<file path="src/rtl/ram_uart_dumper.sv">
`default_nettype none
// ----------------------------------------------------------------------------
// ram_uart_dumper: streams a 1-bit-wide RAM out over uart_tx, 8 bits per byte,
// LSB first. Revision: 1.0
// ----------------------------------------------------------------------------
module ram_uart_dumper #(
  parameter int DEPTH  = 784,
  parameter int ADDR_W = 10
) (
  input  logic              clk,
  input  logic              rst_n,
  input  logic              start,
  output logic              busy,
  output logic              done,
  output logic [ADDR_W-1:0] ram_addr,
  input  logic              ram_q,
  input  logic              tx_rdy,
  output logic              tx_start,
  output logic [7:0]        tx_data
);

  typedef enum logic [2:0] {
    S_IDLE = 3'd0,
    S_RD   = 3'd1,
    S_CAP  = 3'd2,
    S_SEND = 3'd3,
    S_FIN  = 3'd4
  } state_t;

  localparam logic [ADDR_W-1:0] LAST_IDX = ADDR_W'(DEPTH - 1);

  state_t            state, state_nxt;
  logic [ADDR_W-1:0] bidx, bidx_nxt;
  logic [7:0]        shift, shift_nxt;
  logic [7:0]        tx_data_nxt;
  logic              guard, guard_nxt;
  logic              busy_nxt, done_nxt, tx_start_nxt;
  logic              last_bit;

  assign last_bit = (bidx == LAST_IDX);
  assign ram_addr = bidx;

  always_ff @(posedge clk or negedge rst_n) begin
    if (!rst_n) begin
      state    <= S_IDLE;
      bidx     <= '0;
      shift    <= 8'h00;
      tx_data  <= 8'h00;
      tx_start <= 1'b0;
      guard    <= 1'b0;
      busy     <= 1'b0;
      done     <= 1'b0;
    end else begin
      state    <= state_nxt;
      bidx     <= bidx_nxt;
      shift    <= shift_nxt;
      tx_data  <= tx_data_nxt;
      tx_start <= tx_start_nxt;
      guard    <= guard_nxt;
      busy     <= busy_nxt;
      done     <= done_nxt;
    end
  end

  always_comb begin
    state_nxt    = state;
    bidx_nxt     = bidx;
    shift_nxt    = shift;
    tx_data_nxt  = tx_data;
    tx_start_nxt = 1'b0;
    guard_nxt    = 1'b0;
    busy_nxt     = busy;
    done_nxt     = 1'b0;

    unique case (state)
      S_IDLE: begin
        // done is still high in the first IDLE cycle; a start there is dropped
        if (start && !done) begin
          bidx_nxt  = '0;
          shift_nxt = 8'h00;
          busy_nxt  = 1'b1;
          state_nxt = S_RD;
        end
      end
      S_RD: begin
        state_nxt = S_CAP;
      end
      S_CAP: begin
        shift_nxt[bidx[2:0]] = ram_q;
        if (bidx[2:0] == 3'd7 || last_bit) begin
          state_nxt = S_SEND;
        end else begin
          bidx_nxt  = bidx + 1'b1;
          state_nxt = S_RD;
        end
      end
      S_SEND: begin
        // guard masks the stale tx_rdy seen in the cycle after a launch
        if (tx_rdy && !guard) begin
          tx_start_nxt = 1'b1;
          tx_data_nxt  = shift;
          shift_nxt    = 8'h00;
          guard_nxt    = 1'b1;
          if (last_bit) begin
            state_nxt = S_FIN;
          end else begin
            bidx_nxt  = bidx + 1'b1;
            state_nxt = S_RD;
          end
        end
      end
      S_FIN: begin
        if (tx_rdy && !guard) begin
          done_nxt  = 1'b1;
          busy_nxt  = 1'b0;
          state_nxt = S_IDLE;
        end
      end
      default: begin
        state_nxt = S_IDLE;
      end
    endcase
  end

endmodule
`default_nettype wire

</file>
<file path="config.mk">
export PLATFORM = sky130hd
export DESIGN_NAME = ram_uart_dumper
export DESIGN_NICKNAME = d
export VERILOG_FILES = /design/src/rtl/ram_uart_dumper.sv
export SDC_FILE = /design/constraint.sdc
export NUM_CORES = 1
export LEC_CHECK = 0
export ABC_AREA = 1
export CORE_ASPECT_RATIO = 1.25
export CORE_UTILIZATION = 53
export DETAILED_ROUTE_END_ITERATION = 6
export PLACE_DENSITY_LB_ADDON = 0.15
export SLEW_MARGIN = 20
export SYNTH_ARGS = -nofsm -noshare
export SYNTH_HDL_FRONTEND = slang
export SYNTH_SLANG_ARGS = --single-unit
</file>
<file path="constraint.sdc">
create_clock -name clk -period 1.9 [get_ports clk]
set_clock_uncertainty 0.1 [all_clocks]
set_input_delay 0.38 -clock clk [delete_from_list [all_inputs] [get_ports clk]]
set_output_delay 0.38 -clock clk [all_outputs]
set_load 0.02 [all_outputs]
</file>
# Yosys cells after proc, flatten, opt, wreduce, memory -nomap -nowiden
# Index checks and enable logic that the tools add are counted.
[totals]
out_inout_bits = 21
ff_bits = 32
input_bits = 5
elab_cells = 58
[classes]
n_reduce_logical = 14
order_cmp = 2
eq_ne = 11
n_addsub = 1
mux = 23
[op_table]
columns = ["cell", "count"]
rows = [
  ["10-bit two-way mux", 4],
  ["10-bit one-hot mux with 3 select lines", 1],
  ["8-bit one-hot mux with 3 select lines", 1],
  ["8-bit two-way mux", 2],
  ["3-bit one-hot mux with 5 select lines", 1],
  ["3-bit two-way mux", 4],
  ["10-bit by 1-bit adder with 10-bit output, second input constant", 1],
  ["10-bit equality test, second input constant", 1],
  ["2-bit inequality test, second input constant", 5],
  ["3-bit AND reduction", 3],
  ["8-bit bitwise mux", 1],
  ["3-bit by 2-bit equality test with 1-bit output, second input constant", 2],
  ["3-bit equality test, second input constant", 2],
  ["1-bit two-way mux", 6],
  ["5-bit AND reduction", 1],
  ["3-bit by 4-bit < comparator with 1-bit output, second input constant", 1],
  ["1-bit demux with 3-bit select", 1],
  ["3-bit by 1-bit equality test with 1-bit output, second input constant", 1],
  ["3-bit by 1-bit greater-or-equal comparator with 1-bit output, second input constant", 1],
  ["1-bit logical AND", 3],
  ["3-bit logical NOT", 1],
  ["3-bit nonzero test", 1],
  ["1-bit logical NOT", 2],
  ["2-bit two-way mux", 1],
  ["4 further kinds", 4],
]

# Logic depth before layout (Yosys ltp)
# Gate-level depths: netlist of run 1.
[depth]
depth_word = 6
depth_mapped = 9

# Least setup slack after synthesis of run 1
# OpenSTA, ideal clock, no wires.
[synth_timing]
path_type = "flip-flop to flip-flop"
from = "register bidx[0], in the netlist ram_addr[0]"
to = "register state[1]"
setup_ps = 147
path_buffers = 1
path_stages_with_launch = 7
required_ps = 1653
slack_ps = 221
arrival_ps = 1432
path_cell_list = "dfrtp_1 -> ha_1 -> ha_1 -> o21bai_1 -> nand2_1 -> buf_2 -> o311ai_0"
[synth_between]
elab_chain_cells = 4
word_cells_on_any_way = 5
cone_classes = "eq/ne (2); mux (2); reduce/logical (1)"
[synth_lines]
columns = ["element", "line", "text"]
rows = [
  ["from (decl)", "33", "logic [ADDR_W-1:0] bidx, bidx_nxt;"],
  ["from (signal assigned)", "55", "bidx <= bidx_nxt;"],
  ["10-bit equality test / 3-bit equality test (equally long branches)", "40, 90", ""],
  ["1-bit logical OR *", "90", "if (bidx[2:0] == 3'd7 || last_bit) begin"],
  ["2-bit two-way mux *", "90", ""],
  ["3-bit one-hot mux with 5 select lines *", "75", "unique case (state)"],
  ["to (signal assigned)", "54", "state <= state_nxt;"],
  ["to (decl)", "32", "state_t state, state_nxt;"],
]
# Mark *: on every way between the ends. The rest lies on a longest branch, timed or not.
# A chain may end at the register's enable or synchronous reset.

# Worst setup path in the final report of run 1
[layout_timing]
from = "register bidx[9], in the netlist ram_addr[9]"
to = "output ram_addr[9]"
[layout_rtl]
columns = ["element", "line", "text"]
rows = [
  ["to (decl)", "15", "output logic [ADDR_W-1:0] ram_addr,"],
]
# No word-level cell between the ends.

==> impl_metrics.toml, run 1 <==
[cells_and_area]
fin_area_mm2 = 0.00209
fin_nets = 271
antenna_cells = 0
fin_util = 0.690
drive_above_1_share = 0.121
syn2layout_area_growth_pct = 20.5

[synthesis]
synthTopCellsByArea = "dfrtp_1 46%, nand2_1 16%, nand3_1 6.3%, inv_1 5.2%, nor2_1 4.1%"
synth.top_cell.area_share = 0.462
synthTopCellsByCount = "75 x nand2_1, 32 x dfrtp_1, 24 x inv_1, 22 x nand3_1, 19 x nor2_1"
synth_top_family_by_area = "simple AND/OR/NAND/NOR gates"
yosys.area_share.simple = 0.342
syn_area_mm2 = 0.00173
synth_warnings = 0
netlist_instances = 230
synth_top_flop_cell = "dfrtp_1"
synth.most_common_cell = "nand2_1"
synth_cell_types = 27
yosys.area.top_type = "dfrtp_1"
synth-seq-cells = 32
synth_nets = 237
yosysSeqAreaShare = 0.462
synth-adder-area-share = 0.0144
syn_avg_cell_area_um2 = 7.54
synth_xor_area_frac = 0
synth_compound_area_frac = 0.0931
synth-edff-count = 0
synth.mux.area_fraction = 0
async_flop_share = 1.00

[grt]
grt_start_max_net_pins = 33
grt_pass1_vias = 1451
grt-ovfl-total = 0
antenna_found_initial = 0
grt_usage = 0.243
grt_pass1_wl_mm = 6.14

[setup_path]
worst-path-buf-inv = 1
cp-start-kind = "flip-flop"
critPathMaxFanout = 5
r2r-start = "ram_addr[1]"
crit_path_top_delay_cell = "clkdlybuf4s50_1"
path_cells = "clkdlybuf4s50_1"
max_stage_delay_ps = 630
required_ps = 1420
critical_path.top_delay_family = "buffers and inverters"
r2r-end = "ram_addr[1]"
path_class = "reg2out"
endpoint_kind = "primary output"
cp.depth = 1
worst-r2r-setup-slack_ps = 230
r2r_cells = 7
critPathArrivalTime_ps = 1370

[routing]
via_per_inst = 5.25
drc = 0
drtAntennaViolNets = 0
num_vias = 1576
firstDrtPassIters = 4
wl_per_cell_um = 11.7
drt_iter0_drc = 40
drt-total-wl_mm = 3.52

[floorplan]
initial_utilization = 0.573
dieWidth_um = 53.2
dieArea_mm2 = 0.00351
die_h_um = 66.0
rows = 22
coreArea_mm2 = 0.00303
boundaryPins = 26

[sta]
fmax_ghz = 0.540
report.final.slew_viol_count = 0
hold_viol = 0
tns_ps = 0
worstMarginPinSlew_ps = 398
setup_violations = 0
min_period_over_period = 0.974
whs_ps = 337
period_minus_slack_ps = 1850
rsz0062_at_grt = "no"
slew_headroom = 0.734

[clock_network]
postCtsSetupRepairBufs = 0
htree_num_levels = 2
cts_sinks = 32
post_cts_resize_count = 8
ctsHoldBuffers = 0
root_buffer = "clkbuf_4"
insertion_delay_ps = 320
cts_tree = "done"
cts-buffers-inserted = 5
cts.clk_slew.worst_paths_ps = 100
cts_max_path_buffers = 2

[power]
ir_worst_vdd_v = 0.000676
power_density_mw_per_mm2 = 1080
leakage_nw = 1.07

[place]
place_area_mm2 = 0.00205
hpwl_mm = 2.53
numPortBuffers = 25
place_congestion = 0.836

[status]
outcome = "complete, no violations"

[hold_path]
hp-class = "in2async"

[flow_run]
cap_violations = 0
## worst max path at each step
stage	startpoint	end
2_1_floorplan	ram_addr[0]	state[1]
3_3_place_gp	tx_rdy	ram_addr[2]
3_5_place_dp	tx_rdy	ram_addr[8]
4_1_cts	ram_addr[8]	ram_addr[8]
5_1_grt	ram_addr[9]	ram_addr[9]
6_report	ram_addr[9]	ram_addr[9]
## worst register-to-register path: stages (launching register included)
cell,delay [ps]
dfrtp_1,370
ha_1,230
nand3_1,190
nor2_1,270
a21oi_4,90
buf_4,180
nand3b_1,90
nand2_1,60
## cell usage in the layout, fill, tap and decap left out, drive strengths merged
| master | instances |
|---|---|
| o31ai | 2 |
| clkdlybuf4s50 | 16 |
| buf | 9 |
| dfrtp | 32 |
| a21oi | 8 |
| nor3 | 4 |
| o311ai | 1 |
| nor3b | 1 |
| o21ai | 12 |
| inv | 28 |
| nand3b | 2 |
| dlygate4sd2 | 8 |
| nand3 | 23 |
| ha | 2 |
| o22ai | 3 |
| nand2 | 80 |
| clkbuf | 6 |
| nor2 | 24 |
| dlymetal6s2s | 1 |
| clkinv | 1 |
| o21bai | 1 |
## cell type report
cell class	instances	area (µm²)
Timing Repair Buffer	34	310
Fill cell	278	938
Clock inverter	1	5.00
Sequential cell	32	801
Clock buffer	6	41.3
Multi-Input combinational cell	163	782
Tap cell	36	45.0
Inverter	28	105
## report_power, final
group,switching (mW),internal [mW]
registers,0.0602,0.787
logic,0.686,0.385
clock network,0.211,0.136
## per-layer routing
| layer | vias to the layer above | GRT usage | share of wire |
|---|---|---|---|
| met2 | 45 | 0.394 | 0.49 |
| met3 | 6 | 0.0736 | 0.049 |
| met1 | 727 | 0.290 | 0.44 |
| met5 | - | 0 | 0 |
| li1 | 798 | - | - |
| met4 | 0 | 0.109 | 0.017 |
## stage by stage
step | cells | setup slack (ps) | total power [mW]
after floorplan | 230 | 221 | 1.62
after global placement | 293 | 89.1 | 1.93
after detailed placement | 293 | 65.4 | 1.94
after CTS | 300 | 25.9 | 2.28
after global routing | 300 | 14.6 | 2.46
final | 300 | 49.3 | 2.27
## flip-flops by register name (all words and copies together) (netlist names)
| name | flops |
|---|---|
| ram_addr | 10 |
| done | 1 |
| tx_data | 8 |
| shift | 8 |
| busy | 1 |
| state | 3 |
| guard | 1 |
## cell families (layout without fill, tap and decap cells)
group           after synthesis  after routing
compound gates               27             27
simple gates                134            134
fa+ha+maj                     2              2
buf+inv                      35             69
flops                        32             32
(Power assumes the default switching activity.)
==> run 2, diff against run 1 <==
--- a/config.mk
+++ b/config.mk
@@ -5,10 +5,10 @@
 export SDC_FILE = /design/constraint.sdc
 export NUM_CORES = 1
 export LEC_CHECK = 0
-export ABC_AREA = 1
 export CORE_ASPECT_RATIO = 1.25
 export CORE_UTILIZATION = 53
 export DETAILED_ROUTE_END_ITERATION = 6
+export GPL_TIMING_DRIVEN = 0
 export PLACE_DENSITY_LB_ADDON = 0.15
 export SLEW_MARGIN = 20
 export SYNTH_ARGS = -nofsm -noshare
==> constraint.sdc (replaced) <==
create_clock -name clk -period 1.8 [get_ports clk]
set_clock_uncertainty 0.1 [all_clocks]
set_input_delay 0.36 -clock clk [delete_from_list [all_inputs] [get_ports clk]]
set_output_delay 0.36 -clock clk [all_outputs]
set_load 0.02 [all_outputs]
==> run 2 against run 1 <==
Effect of this change: the run now ends with setup timing left; non-clock buffer count up 4; power up 30%; highest routed layer unchanged; critical path depth up 4; largest power group unchanged; critical path type is now reg2reg.
==> impl_metrics.toml, run 2 <==
[status]
outcome = "finished, violations left"
violations = "setup timing"

[setup_path]
cp-start-kind = "flip-flop"
required_ps = 1940
max_stage_delay_ps = 440
r2r-start = "ram_addr[0]"
path_class = "reg2reg"
crit_path_top_delay_cell = "dfrtp_2"
critical_path.startpoint = "ram_addr[0]"
cpMostUsedCell = "ha_4"
path_cells = "ha_4, ha_4, a21o_4, a221o_1, mux2_4"
critPathMaxFanout = 4
critPathArrivalTime_ps = 1990
endpoint_kind = "flip-flop"

[routing]
num_vias = 1410
drc = 0
wl_per_cell_um = 16.3
drt_iter0_drc = 34
firstDrtPassIters = 4
drt-total-wl_mm = 3.81
drtAntennaViolNets = 0
via_per_inst = 6.05

[synthesis]
synthTopCellsByArea = "dfrtp_1 47%, mux2_2 5.3%, nand2_1 4.0%, o2bb2ai_1 3.1%, o21ai_0 2.9%"
synth.most_common_cell = "dfrtp_1"
synth_cell_types = 50
synth-seq-cells = 32
syn_avg_cell_area_um2 = 10.8
syn_area_mm2 = 0.00170
synth_warnings = 0
yosysSeqAreaShare = 0.470
synth.top_cell.area_share = 0.470
synth-edff-count = 0
netlist_instances = 158
async_flop_share = 1.00
synth_top_flop_cell = "dfrtp_1"
synthTopCellsByCount = "32 x dfrtp_1, 18 x nand2_1, 10 x o21ai_0, 8 x mux2_2, 8 x nor2_1"
yosys.area.top_type = "dfrtp_1"
synth_nets = 165

[place]
numPortBuffers = 25
place_congestion = 0.810
hpwl_mm = 2.66
place_area_mm2 = 0.00202
dp_cells = 219

[sta]
report.final.slew_viol_count = 0
slew_headroom = 0.523
worstMarginPinSlew_ps = 716
setup_ws_ps = -43.8
fmax_ghz = 0.542
setup_violations = 1
whs_ps = 396
hold_viol = 0
period_minus_slack_ps = 1840
tns_ps = -43.8
rsz0062_at_grt = "yes"
min_period_over_period = 1.02

[power]
leakage_nw = 0.984
power_frac_seq = 0.374
finalPower_mw = 2.96
power.internal_mw = 1.76
clkPwrFrac = 0.149
p_sw_mw = 1.19
pwr-share-comb = 0.477
ir_worst_vdd_v = 0.000888
p_sw_frac = 0.404
power_density_mw_per_mm2 = 1360

[clock_network]
cts_max_path_buffers = 2
insertion_delay_ps = 350
cts_sinks = 32
cts.clk_slew.worst_paths_ps = 110
root_buffer = "clkbuf_4"
cts-buffers-inserted = 5
cts_tree = "done"
htree_num_levels = 2

[cells_and_area]
finalNonFillerCells = 233
drive_above_1_share = 0.249
fill_cells = 231
largest_reg_flops = 10
fin_area_mm2 = 0.00217
layout_commonest_cell = "dfrtp_1"
fin_nets = 203
most-common-layout-cells = "28 x dfrtp_1, 17 x nand2_1, 12 x dlygate4sd2_1, 10 x clkdlybuf4s50_1, 9 x o21ai_0"
antenna_cells = 0
syn2layout_area_growth_pct = 27.2

[floorplan]
die_h_um = 65.4
rows = 22
initial_utilization = 0.568
dieWidth_um = 52.7
dieArea_mm2 = 0.00345
boundaryPins = 26
coreArea_mm2 = 0.00300

[grt]
grt_start_max_net_pins = 33
grt_usage = 0.260
grt-ovfl-total = 0
grt_pass1_wl_mm = 6.50
antenna_found_initial = 0
grt_pass1_vias = 1411

[hold_path]
hp-class = "reg2reg"
hold_start = "shift[6]"

[flow_run]
cap_violations = 0
## run 2: changes by cell type after synthesis, sizes merged, moves of 3 or more
cell,before,now
a21o,0,3
nor2,24,8
nand2,80,18
mux2,0,9
nand2b,0,5
a21oi,8,4
a22o,0,3
nand3,23,8
o22ai,3,0
inv,28,5
o2bb2ai,0,6
a31oi,0,5
## run 2: per-layer routing
metal,track usage,share of wire
met4,0.102,0.022
met1,0.321,0.41
met3,0.0648,0.044
met5,0,0
met2,0.430,0.52
## run 2: final timing paths
kind / slack [ps] / cells after the start / endpoint
setup reg to reg: -40 / 5 / ram_addr[0]
hold reg to reg: 400 / 1 / shift[6]
min in group asynchronous: 500 / 2 / ram_addr[5]
setup / recovery: -40 / 5 / ram_addr[0]
max in group asynchronous: 600 / 2 / ram_addr[1]
hold / removal: 400 / 1 / shift[6]
## run 2: worst max-delay path, delay by kind of cell, from the launching register on
family / cells / cell delay [ps]
adder cells (fa/ha/maj): 2 / 340
AO/OA/AOI/OAI: 2 / 590
flip-flops: 1 / 440
multiplexers: 1 / 270
## run 2: cell type report
class                      instances  area, µm²  share of cell area
buffer                             7       48.8              0.0225
clock buffer                       8       58.8              0.0271
inverter                           5       18.8             0.00866
multi-input combinational        114        907               0.419
sequential                        32        806               0.372
tap                               36       45.0              0.0208
timing repair buffer              31        283               0.130
## run 2: cells by family (layout without fill, tap and decap cells)
group           count (synthesis)  after routing  synth area share
buf+inv                        12             51            0.0382
mux                             9              9            0.0617
compound gates                 50             50             0.240
simple gates                   53             53             0.175
fa+ha+maj                       2              2            0.0147
flops                          32             32             0.470
## run 2: power by group through the flow
stage | logic (mW) | clock network (mW) | registers (mW)
after floorplan | 0.774 | 0 | 1.23
after global placement | 1.32 | 0 | 1.10
after detailed placement | 1.35 | 0 | 1.12
after CTS | 1.36 | 0.444 | 1.10
after global routing | 1.56 | 0.478 | 1.13
final | 1.41 | 0.439 | 1.11
## run 2: per-stage QoR
step                utilization  setup WS [ps]
global route              0.722          -91.7
global placement          0.676           -417
detailed placement        0.674           -434
CTS                       0.701          -56.2
finish                    0.722          -43.8
floorplan                     -          -44.2
## run 2: repair_timing
action                                  CTS  global route
gates resized for setup                  16            11
cloned                                    0             0
pin swaps                                 0             3
setup buffers                             2             3
endpoints found under the hold margin    32             0
endpoints found under the setup margin   20            17
hold buffers                              1             0
==> run 3, diff against run 2 <==
--- a/config.mk
+++ b/config.mk
@@ -5,12 +5,14 @@
 export SDC_FILE = /design/constraint.sdc
 export NUM_CORES = 1
 export LEC_CHECK = 0
+export CELL_PAD_IN_SITES_DETAIL_PLACEMENT = 1
+export CELL_PAD_IN_SITES_GLOBAL_PLACEMENT = 2
 export CORE_ASPECT_RATIO = 1.25
-export CORE_UTILIZATION = 53
+export CORE_UTILIZATION = 34
 export DETAILED_ROUTE_END_ITERATION = 6
 export GPL_TIMING_DRIVEN = 0
 export PLACE_DENSITY_LB_ADDON = 0.15
-export SLEW_MARGIN = 20
+export SLEW_MARGIN = 40
 export SYNTH_ARGS = -nofsm -noshare
 export SYNTH_HDL_FRONTEND = slang
 export SYNTH_SLANG_ARGS = --single-unit
==> run 3 against run 2 <==
Effect of this change: the flow still finishes with violations (setup timing); via count is 0.28% higher; critical path depth unchanged; critical path type unchanged; clock power up 56%; highest routed layer unchanged.
==> impl_metrics.toml, run 3 (synthesis gave the netlist of run 2 again) <==
[setup_path]
critical_path.top_delay_family = "compound AO/OA/AOI/OAI gates"
crit_path_top_delay_cell = "dfrtp_2"
critPathArrivalTime_ps = 1900
path_class = "reg2reg"
required_ps = 1870
cp-start-kind = "flip-flop"
worst-path-buf-inv = 0
cpMostUsedCell = "ha_4"
endpoint_kind = "flip-flop"
path_cells = "ha_4, ha_4, a21o_4, a221o_1, mux2_4"
max_stage_delay_ps = 430
critPathMaxFanout = 4

[hold_path]
hp-class = "in2reg"

[routing]
via_per_inst = 5.34
wl_per_cell_um = 16.5
drt_iter0_drc = 50
drc = 0
num_vias = 1414
drtAntennaViolNets = 0
drt-total-wl_mm = 4.38
firstDrtPassIters = 4

[place]
dpl_worst_slack_ps = -451
place_area_mm2 = 0.00208
hpwl_mm = 3.15
place_congestion = 0.744
numPortBuffers = 25

[clock_network]
cts_max_path_buffers = 2
cts_sinks = 32
insertion_delay_ps = 280
cts.clk_slew.worst_paths_ps = 70
root_buffer = "clkbuf_8"
cts-buffers-inserted = 5
cts_tree = "done"
htree_num_levels = 2

[floorplan]
boundaryPins = 26
die_h_um = 81.2
initial_utilization = 0.358
dieArea_mm2 = 0.00530
coreArea_mm2 = 0.00476
rows = 28
dieWidth_um = 65.3

[power]
power_density_mw_per_mm2 = 1420
finalPower_mw = 3.31
ir_worst_vdd_v = 0.000782
leakage_nw = 1.04

[cells_and_area]
fin_nets = 211
fin_util = 0.490
syn2layout_area_growth_pct = 37.0
antenna_cells = 0
fin_area_mm2 = 0.00233
drive_above_1_share = 0.283
layout_commonest_cell = "dfrtp_1"
most-common-layout-cells = "29 x dfrtp_1, 17 x nand2_1, 13 x buf_4, 13 x clkdlybuf4s50_1"
largest_reg_flops = 10

[sta]
worstMarginPinSlew_ps = 488
setup_violations = 1
min_period_over_period = 1.02
tns_ps = -33.3
fmax_ghz = 0.545
rsz0062_at_grt = "yes"
hold_viol = 0
report.final.slew_viol_count = 0
period_minus_slack_ps = 1830
slew_headroom = 0.674
setup_ws_ps = -33.3

[grt]
grt-ovfl-total = 0
grt_start_max_net_pins = 19
grt_usage = 0.183
antenna_found_initial = 0
grt_pass1_vias = 1523
grt_pass1_wl_mm = 7.33

[status]
violations = "setup timing"
outcome = "finished, violations left"

[flow_run]
cap_violations = 0
run 3: path summary, 6_finish.rpt:
path	slack (ps)	start	to	depth (start not counted)
max	-30	ram_addr[0]	ram_addr[0]	5
min	370	tx_rdy	done	3
max reg2reg	-30	ram_addr[0]	ram_addr[0]	5
min reg2reg	390	shift[1]	shift[1]	1
max in group asynchronous	730	rst_n	tx_data[4]	3
min in group asynchronous	450	rst_n	state[0]	2
run 3: stage by stage:
step	cells	hold slack, ps
after floorplan	158	-35.6
after global placement	243	370
after detailed placement	244	225
after CTS	258	395
after global routing	265	372
final	265	372
run 3: final cells by class:
class,instances,area [µm²]
clock inverter,3,42.5
tap,60,75.1
timing repair buffer,39,363
sequential,32,805
inverter,5,18.8
buffer,7,50.0
clock buffer,5,68.8
fill,550,2430
multi-input combinational,114,912
run 3: what timing repair did:
action | CTS | global route
setup endpoints to repair | 25 | 20
gates resized for setup | 15 | 10
pin swaps | 3 | 4
buffers inserted | 5 | 7
gates cloned | 0 | 0
hold buffers | 1 | 0
endpoints found under the hold margin | 14 | 0
run 3: worst reg2reg max path, cell delays in order, from the launching register on:
cell and delay [ps]:
dfrtp_2 430, ha_4 170, ha_4 160, a21o_4 220
a221o_1 360, mux2_4 270
run 3: power breakdown:
group	switching, mW	internal (mW)	total (mW)	leakage (nW)
Combinational	0.809	0.711	1.52	0.571
Clock	0.277	0.409	0.686	0.0541
Sequential	0.183	0.920	1.10	0.420
Total	1.27	2.04	3.31	1.04
run 3: layer usage:
metal | track usage | part of all wire | vias to the layer above | wire (µm)
li1 | - | - | 679 | -
met1 | 0.210 | 0.42 | 715 | 1820
met2 | 0.342 | 0.56 | 18 | 2450
met3 | 0.0379 | 0.021 | 2 | 93
met4 | 0.0457 | 0.0032 | 0 | 14
met5 | 0 | 0 | - | 0
